**config.mk**
```make
export PLATFORM = sky130hd
export DESIGN_NAME = spi_reg_sequencer
export DESIGN_NICKNAME = d
export VERILOG_FILES = /design/src/rtl/spi_reg_sequencer.sv
export SDC_FILE = /design/constraint.sdc
export NUM_CORES = 1
export LEC_CHECK = 0
export CORE_ASPECT_RATIO = 1.25
export CORE_MARGIN = 1
export CORE_UTILIZATION = 56
export DETAILED_ROUTE_END_ITERATION = 10
export DONT_BUFFER_PORTS = 1
export PLACE_DENSITY_LB_ADDON = 0.05
export SLEW_MARGIN = 20
export SYNTH_ARGS = -nofsm -noshare
export SYNTH_HDL_FRONTEND = slang
export SYNTH_SLANG_ARGS = --single-unit
```
**constraint.sdc**
```tcl
create_clock -name clk -period 1.71 [get_ports clk]
set_input_delay 0.513 -clock clk [delete_from_list [all_inputs] [get_ports clk]]
set_output_delay 0.513 -clock clk [all_outputs]
set_load 0.05 [all_outputs]
```
**src/rtl/spi_reg_sequencer.sv**
```systemverilog
// Register command front end for an 8-bit SPI byte engine: address byte then data byte under one cs_n.
// Optional transfer watchdog enabled by defining SPI_SEQ_TIMEOUT_EN (adds parameter TIMEOUT).
module spi_reg_sequencer #(
    parameter int unsigned CS_SETUP = 4,
    parameter int unsigned CS_HOLD  = 4,
    parameter int unsigned GAP      = 2
`ifdef SPI_SEQ_TIMEOUT_EN
    ,
    parameter int unsigned TIMEOUT  = 1023
`endif
) (
    input  logic       clk,
    input  logic       reset_n,
    input  logic       cmd_valid,
    output logic       cmd_ready,
    input  logic       cmd_rw,
    input  logic [6:0] cmd_addr,
    input  logic [7:0] cmd_wdata,
    output logic       rsp_valid,
    output logic [7:0] rsp_rdata,
    output logic       rsp_err,
    output logic [7:0] spi_data_in,
    output logic       spi_start,
    input  logic       spi_busy,
    input  logic [7:0] spi_data_out,
    output logic       cs_n
);

    localparam int unsigned CNT_W      = 10;
    localparam int unsigned SETUP_LAST = (CS_SETUP == 0) ? 0 : CS_SETUP - 1;
    localparam int unsigned HOLD_LAST  = (CS_HOLD == 0) ? 0 : CS_HOLD - 1;
    localparam int unsigned GAP_LAST   = (GAP == 0) ? 0 : GAP - 1;

    typedef enum logic [3:0] {
        S_IDLE,
        S_SETUP,
        S_A_START,
        S_A_WHI,
        S_A_WLO,
        S_GAPW,
        S_D_START,
        S_D_WHI,
        S_D_WLO,
        S_HOLD
    } state_t;

    state_t             r_state;
    state_t             w_state_nxt;
    logic [CNT_W-1:0]   r_cnt;
    logic [CNT_W-1:0]   w_cnt_nxt;
    logic               r_rw;
    logic [6:0]         r_addr;
    logic [7:0]         r_wdata;
    logic               r_cs_n;
    logic               w_cs_n_nxt;
    logic               r_spi_start;
    logic               w_spi_start_nxt;
    logic [7:0]         r_spi_data_in;
    logic [7:0]         w_spi_data_in_nxt;
    logic               r_cmd_ready;
    logic               w_cmd_ready_nxt;
    logic               r_rsp_valid;
    logic               w_rsp_valid_nxt;
    logic [7:0]         r_rsp_rdata;
    logic [7:0]         w_rsp_rdata_nxt;
    logic               w_accept;
`ifdef SPI_SEQ_TIMEOUT_EN
    logic [CNT_W-1:0]   r_wdog;
    logic [CNT_W-1:0]   w_wdog_nxt;
    logic               r_rsp_err;
    logic               w_rsp_err_nxt;
    logic               w_wait;
`endif

    assign w_accept = cmd_valid & r_cmd_ready;

    // Next-state and next-output logic
    always_comb begin
        w_state_nxt       = r_state;
        w_cnt_nxt         = r_cnt + CNT_W'(1);
        w_cs_n_nxt        = r_cs_n;
        w_spi_data_in_nxt = r_spi_data_in;
        w_rsp_valid_nxt   = 1'b0;
        w_rsp_rdata_nxt   = r_rsp_rdata;
`ifdef SPI_SEQ_TIMEOUT_EN
        w_rsp_err_nxt     = r_rsp_err;
        w_wait            = 1'b0;
        w_wdog_nxt        = '0;
`endif
        case (r_state)
            S_IDLE: begin
                if (w_accept) begin
                    w_state_nxt = S_SETUP;
                    w_cnt_nxt   = '0;
                    w_cs_n_nxt  = 1'b0;
`ifdef SPI_SEQ_TIMEOUT_EN
                    w_rsp_err_nxt = 1'b0;
`endif
                end
            end
            S_SETUP: begin
                if (r_cnt == CNT_W'(SETUP_LAST)) begin
                    w_state_nxt       = S_A_START;
                    w_spi_data_in_nxt = {r_rw, r_addr};
                end
            end
            S_A_START: w_state_nxt = S_A_WHI;
            S_A_WHI: begin
                if (spi_busy) w_state_nxt = S_A_WLO;
            end
            S_A_WLO: begin
                if (!spi_busy) begin
                    if (GAP == 0) begin
                        w_state_nxt       = S_D_START;
                        w_spi_data_in_nxt = r_rw ? 8'h00 : r_wdata;
                    end else begin
                        w_state_nxt = S_GAPW;
                        w_cnt_nxt   = '0;
                    end
                end
            end
            S_GAPW: begin
                if (r_cnt == CNT_W'(GAP_LAST)) begin
                    w_state_nxt       = S_D_START;
                    w_spi_data_in_nxt = r_rw ? 8'h00 : r_wdata;
                end
            end
            S_D_START: w_state_nxt = S_D_WHI;
            S_D_WHI: begin
                if (spi_busy) w_state_nxt = S_D_WLO;
            end
            S_D_WLO: begin
                // Engine result is only valid in the first cycle busy reads low
                if (!spi_busy) begin
                    w_state_nxt     = S_HOLD;
                    w_cnt_nxt       = '0;
                    w_rsp_rdata_nxt = spi_data_out;
                end
            end
            S_HOLD: begin
                if (r_cnt == CNT_W'(HOLD_LAST)) begin
                    w_state_nxt     = S_IDLE;
                    w_cs_n_nxt      = 1'b1;
                    w_rsp_valid_nxt = 1'b1;
                end
            end
            default: begin
                w_state_nxt = S_IDLE;
                w_cs_n_nxt  = 1'b1;
            end
        endcase
`ifdef SPI_SEQ_TIMEOUT_EN
        // A stalled engine wait abandons the transfer but still closes cs_n through HOLD
        w_wait = (r_state == S_A_WHI) || (r_state == S_A_WLO) ||
                 (r_state == S_D_WHI) || (r_state == S_D_WLO);
        if (w_wait && (w_state_nxt == r_state) && (r_wdog >= CNT_W'(TIMEOUT))) begin
            w_state_nxt     = S_HOLD;
            w_cnt_nxt       = '0;
            w_rsp_err_nxt   = 1'b1;
            w_rsp_rdata_nxt = 8'h00;
        end
        w_wdog_nxt = (w_state_nxt != r_state) ? '0 : r_wdog + CNT_W'(1);
`endif
        w_spi_start_nxt = (w_state_nxt == S_A_START) || (w_state_nxt == S_D_START);
        w_cmd_ready_nxt = (w_state_nxt == S_IDLE) && (r_state == S_IDLE);
    end

    // State and output registers
    always_ff @(posedge clk or negedge reset_n) begin
        if (!reset_n) begin
            r_state       <= S_IDLE;
            r_cnt         <= '0;
            r_rw          <= 1'b0;
            r_addr        <= '0;
            r_wdata       <= '0;
            r_cs_n        <= 1'b1;
            r_spi_start   <= 1'b0;
            r_spi_data_in <= '0;
            r_cmd_ready   <= 1'b1;
            r_rsp_valid   <= 1'b0;
            r_rsp_rdata   <= '0;
        end else begin
            r_state       <= w_state_nxt;
            r_cnt         <= w_cnt_nxt;
            r_cs_n        <= w_cs_n_nxt;
            r_spi_start   <= w_spi_start_nxt;
            r_spi_data_in <= w_spi_data_in_nxt;
            r_cmd_ready   <= w_cmd_ready_nxt;
            r_rsp_valid   <= w_rsp_valid_nxt;
            r_rsp_rdata   <= w_rsp_rdata_nxt;
            if (w_accept) begin
                r_rw    <= cmd_rw;
                r_addr  <= cmd_addr;
                r_wdata <= cmd_wdata;
            end
        end
    end

`ifdef SPI_SEQ_TIMEOUT_EN
    always_ff @(posedge clk or negedge reset_n) begin
        if (!reset_n) begin
            r_wdog    <= '0;
            r_rsp_err <= 1'b0;
        end else begin
            r_wdog    <= w_wdog_nxt;
            r_rsp_err <= w_rsp_err_nxt;
        end
    end

    assign rsp_err = r_rsp_err;
`else
    assign rsp_err = 1'b0;
`endif

    assign cmd_ready   = r_cmd_ready;
    assign rsp_valid   = r_rsp_valid;
    assign rsp_rdata   = r_rsp_rdata;
    assign spi_data_in = r_spi_data_in;
    assign spi_start   = r_spi_start;
    assign cs_n        = r_cs_n;

endmodule

```
==> impl_metrics.ini <==
[drt]
vias_per_cell = 5.57
drt_first_pass_iters = 4
wl_per_cell_microns = 16.5
drtAntennaViolNets = 0
drt_iter0_drc = 51
wirelength_microns = 4310
dr_total_vias = 1453
drc = 0

[global_routing]
grt.met2_usage_pct = 38.9
grt_pass1_wl_microns = 6850
use_met3_pct = 7.27
antenna_found_initial = 0
grt_pass1_vias = 1518
grt_util_met1_pct = 23.7
top_usage_layer = met2
overflow = 0
grt.total_usage_pct = 22.0
grt_max_degree = 49

[timing]
final.setup.tns_ns = 0
setup_viol_count_final = 0
fin_crit_sh_pct = 99.6
holdWs_ns = 0.0390
skew_ns = 0.00679
setup_ws_ns = 0.00645
rsz0062_at_grt = yes
slew_violations = 0
fmax_ghz = 0.587
finalHoldViolCount = 0
fin_crit_ns = 1.70

[floorplan]
dieArea_sq_mm = 0.00430
initial_core_util_pct = 59.3
coreArea_sq_mm = 0.00382
die_x_microns = 58.9
rows = 25
ios = 49
die_y_microns = 73.1

[setup_path]
crit_cells = 5
cp_num_buf_inv = 1
crit_start = r_cnt[8]$_DFF_PN0_
cp_max_fo = 5
slowest_stage = or4b_4
path_class = reg -> reg
slowest_delay_ns = 0.51
cp-start-kind = flop
cp_cell_sequence = nor4_2 > nand2_1 > or4b_4 > buf_4 > mux2i_1
crit_family = simple AND/OR/NAND/NOR gates
r2r-start = r_cnt[8]$_DFF_PN0_
reg2reg_depth = 5
crit_required_ns = 1.90
cp-end-kind = flop
cp.arrival_ns = 1.90

[clock_tree]
clock-sinks = 50
clk_path_buf_depth = 2
cts-root-buf = clkbuf_8
clkLatencyLatePin_ns = 0.30
cts_buffers = 5
cts_max_level = 2
cts_tree = done
clk_pin_slew_ns = 0.09

[layout]
area_delta_synth_final_pct = 13.2
fillers = 315
fin_cells = 261
drive_gt1_share_pct = 28.0
antenna_cells = 0
final_cell_mix = 48 x dfrtp_1, 24 x mux2_2, 18 x buf_4
multi_input_area_sq_um = 920
fin_nets = 236
register_area_sq_mm = 0.00125
final_common_cell = dfrtp_1
final_cell_area_sq_mm = 0.00256

[power]
sw_frac_of_total_pct = 41.8
ir_worst_vdd_mv = 1.04
power_frac_seq_pct = 52.7
internal_power_w = 0.00296
switchingPower_w = 0.00213
power_density_mw_per_mm2 = 1980
p_leak_nw = 1.21
p_clk_share_pct = 15.9
p_comb_share_pct = 31.4

[hold_path]
hold_path.class = in -> async

[yosys]
syn_nets = 221
synth_area_per_cell_sq_um = 11.9
ys_seq_area_share_pct = 55.4
synth_area_sq_mm = 0.00226
ys_types = 40
ys.flop_type = dfrtp_1
synthCells = 191
synth-edff-count = 0
synth_seq_cells = 50
synth_warnings = 0
synthArstFlopShare_pct = 100

[placement]
placedCellCount = 250
post-place-ws_ns = -0.0173
dpl_cell_area_sq_mm = 0.00240
gp_congestion = 0.861
hpwl_microns = 2980
io_buffers = 0

[outcome]
status = complete, no violations

[job]
maxCapViolations = 0
## registers in the layout, indices dropped and copies added, names as in the netlist
| register | cells |
|---|---|
| r_cnt | 10 |
| r_wdata | 8 |
| rsp_rdata | 8 |
| spi_data_in | 8 |
| r_addr | 7 |
| r_state | 4 |
| cmd_ready | 1 |
| cs_n | 1 |
| r_rw | 1 |
| rsp_valid | 1 |
| spi_start | 1 |
## power groups by stage
stage               Sequential (W)  Combinational [W]  Clock (W)
global placement           0.00268            0.00147          0
finish                     0.00268            0.00160   0.000811
CTS                        0.00268            0.00159   0.000832
detailed placement         0.00270            0.00155          0
floorplan                  0.00264            0.00117          0
global route               0.00275            0.00176   0.000878
## synth_stat cells (3+ instances only)
cell / n / share of area, %
nand3_1: 4 / 0.88
nand2_1: 8 / 1.3
inv_1: 9 / 1.5
dfrtp_1: 48 / 53
mux2_2: 24 / 12
nor3b_1: 8 / 2.7
nand2b_1: 3 / 0.83
nor3_1: 3 / 0.66
xor2_1: 7 / 2.7
mux2i_1: 9 / 4.0
nor2_1: 15 / 2.5
clkbuf_1: 10 / 1.7
a21oi_1: 9 / 2.0
## layer usage
metal	part of all wire (%)	up-vias	wire length, microns
met5	0	-	0
met4	1.6	0	67
met3	5.4	6	232
met2	54	46	2310
met1	39	719	1700
li1	-	682	-
## path summary, 6_finish.rpt
path                                         endpoint  slack (ns)
max in group asynchronous    rsp_rdata[3]$_DFFE_PN0P_        1.45
setup / recovery           spi_data_in[1]$_DFFE_PN0P_       0.006
hold reg to reg                    r_cnt[0]$_DFF_PN0_        0.50
hold / removal                    cmd_ready$_DFF_PN1_        0.04
setup reg to reg           spi_data_in[1]$_DFFE_PN0P_       0.006
min in group clk                     r_rw$_DFFE_PN0P_        0.35
## stage by stage
| step | utilization [%] | total power (W) |
|---|---|---|
| final | 67.1 | 0.00508 |
| after global routing | 67.1 | 0.00539 |
| after CTS | 66.9 | 0.00510 |
| after detailed placement | 63.0 | 0.00425 |
| after global placement | 63.0 | 0.00415 |
| after floorplan | - | 0.00381 |
## timing repair
item,CTS,global route
hold buffers,1,0
pin swaps,0,0
gates resized for setup,1,3
cloned,0,1
hold endpoints to repair,48,0
endpoints found under the setup margin,8,4
buffers inserted,1,0
## cell families (layout without fill, tap and decap cells)
kind of cell	Yosys count	after routing	share of synthesized area [%]
AOI/OAI and AO/OA	17	17	4.53
xor gates and xnor gates	9	9	3.48
adders and majority gates	2	2	1.11
buffers and inverters	22	38	4.15
DFF	50	50	55.4
muxes	33	33	15.9
other	1	1	0.166
and+or+nand+nor	57	57	15.3
## cell type report
| cell class | count | area share, % |
|---|---|---|
| Tap cell | 54 | 2.64 |
| Clock buffer | 6 | 2.83 |
| Sequential cell | 50 | 48.9 |
| Multi-Input combinational cell | 119 | 35.9 |
| Clock inverter | 2 | 1.46 |
| Inverter | 10 | 1.46 |
| Timing Repair Buffer | 20 | 6.79 |
Note: power is estimated with default switching activity, not from simulation.
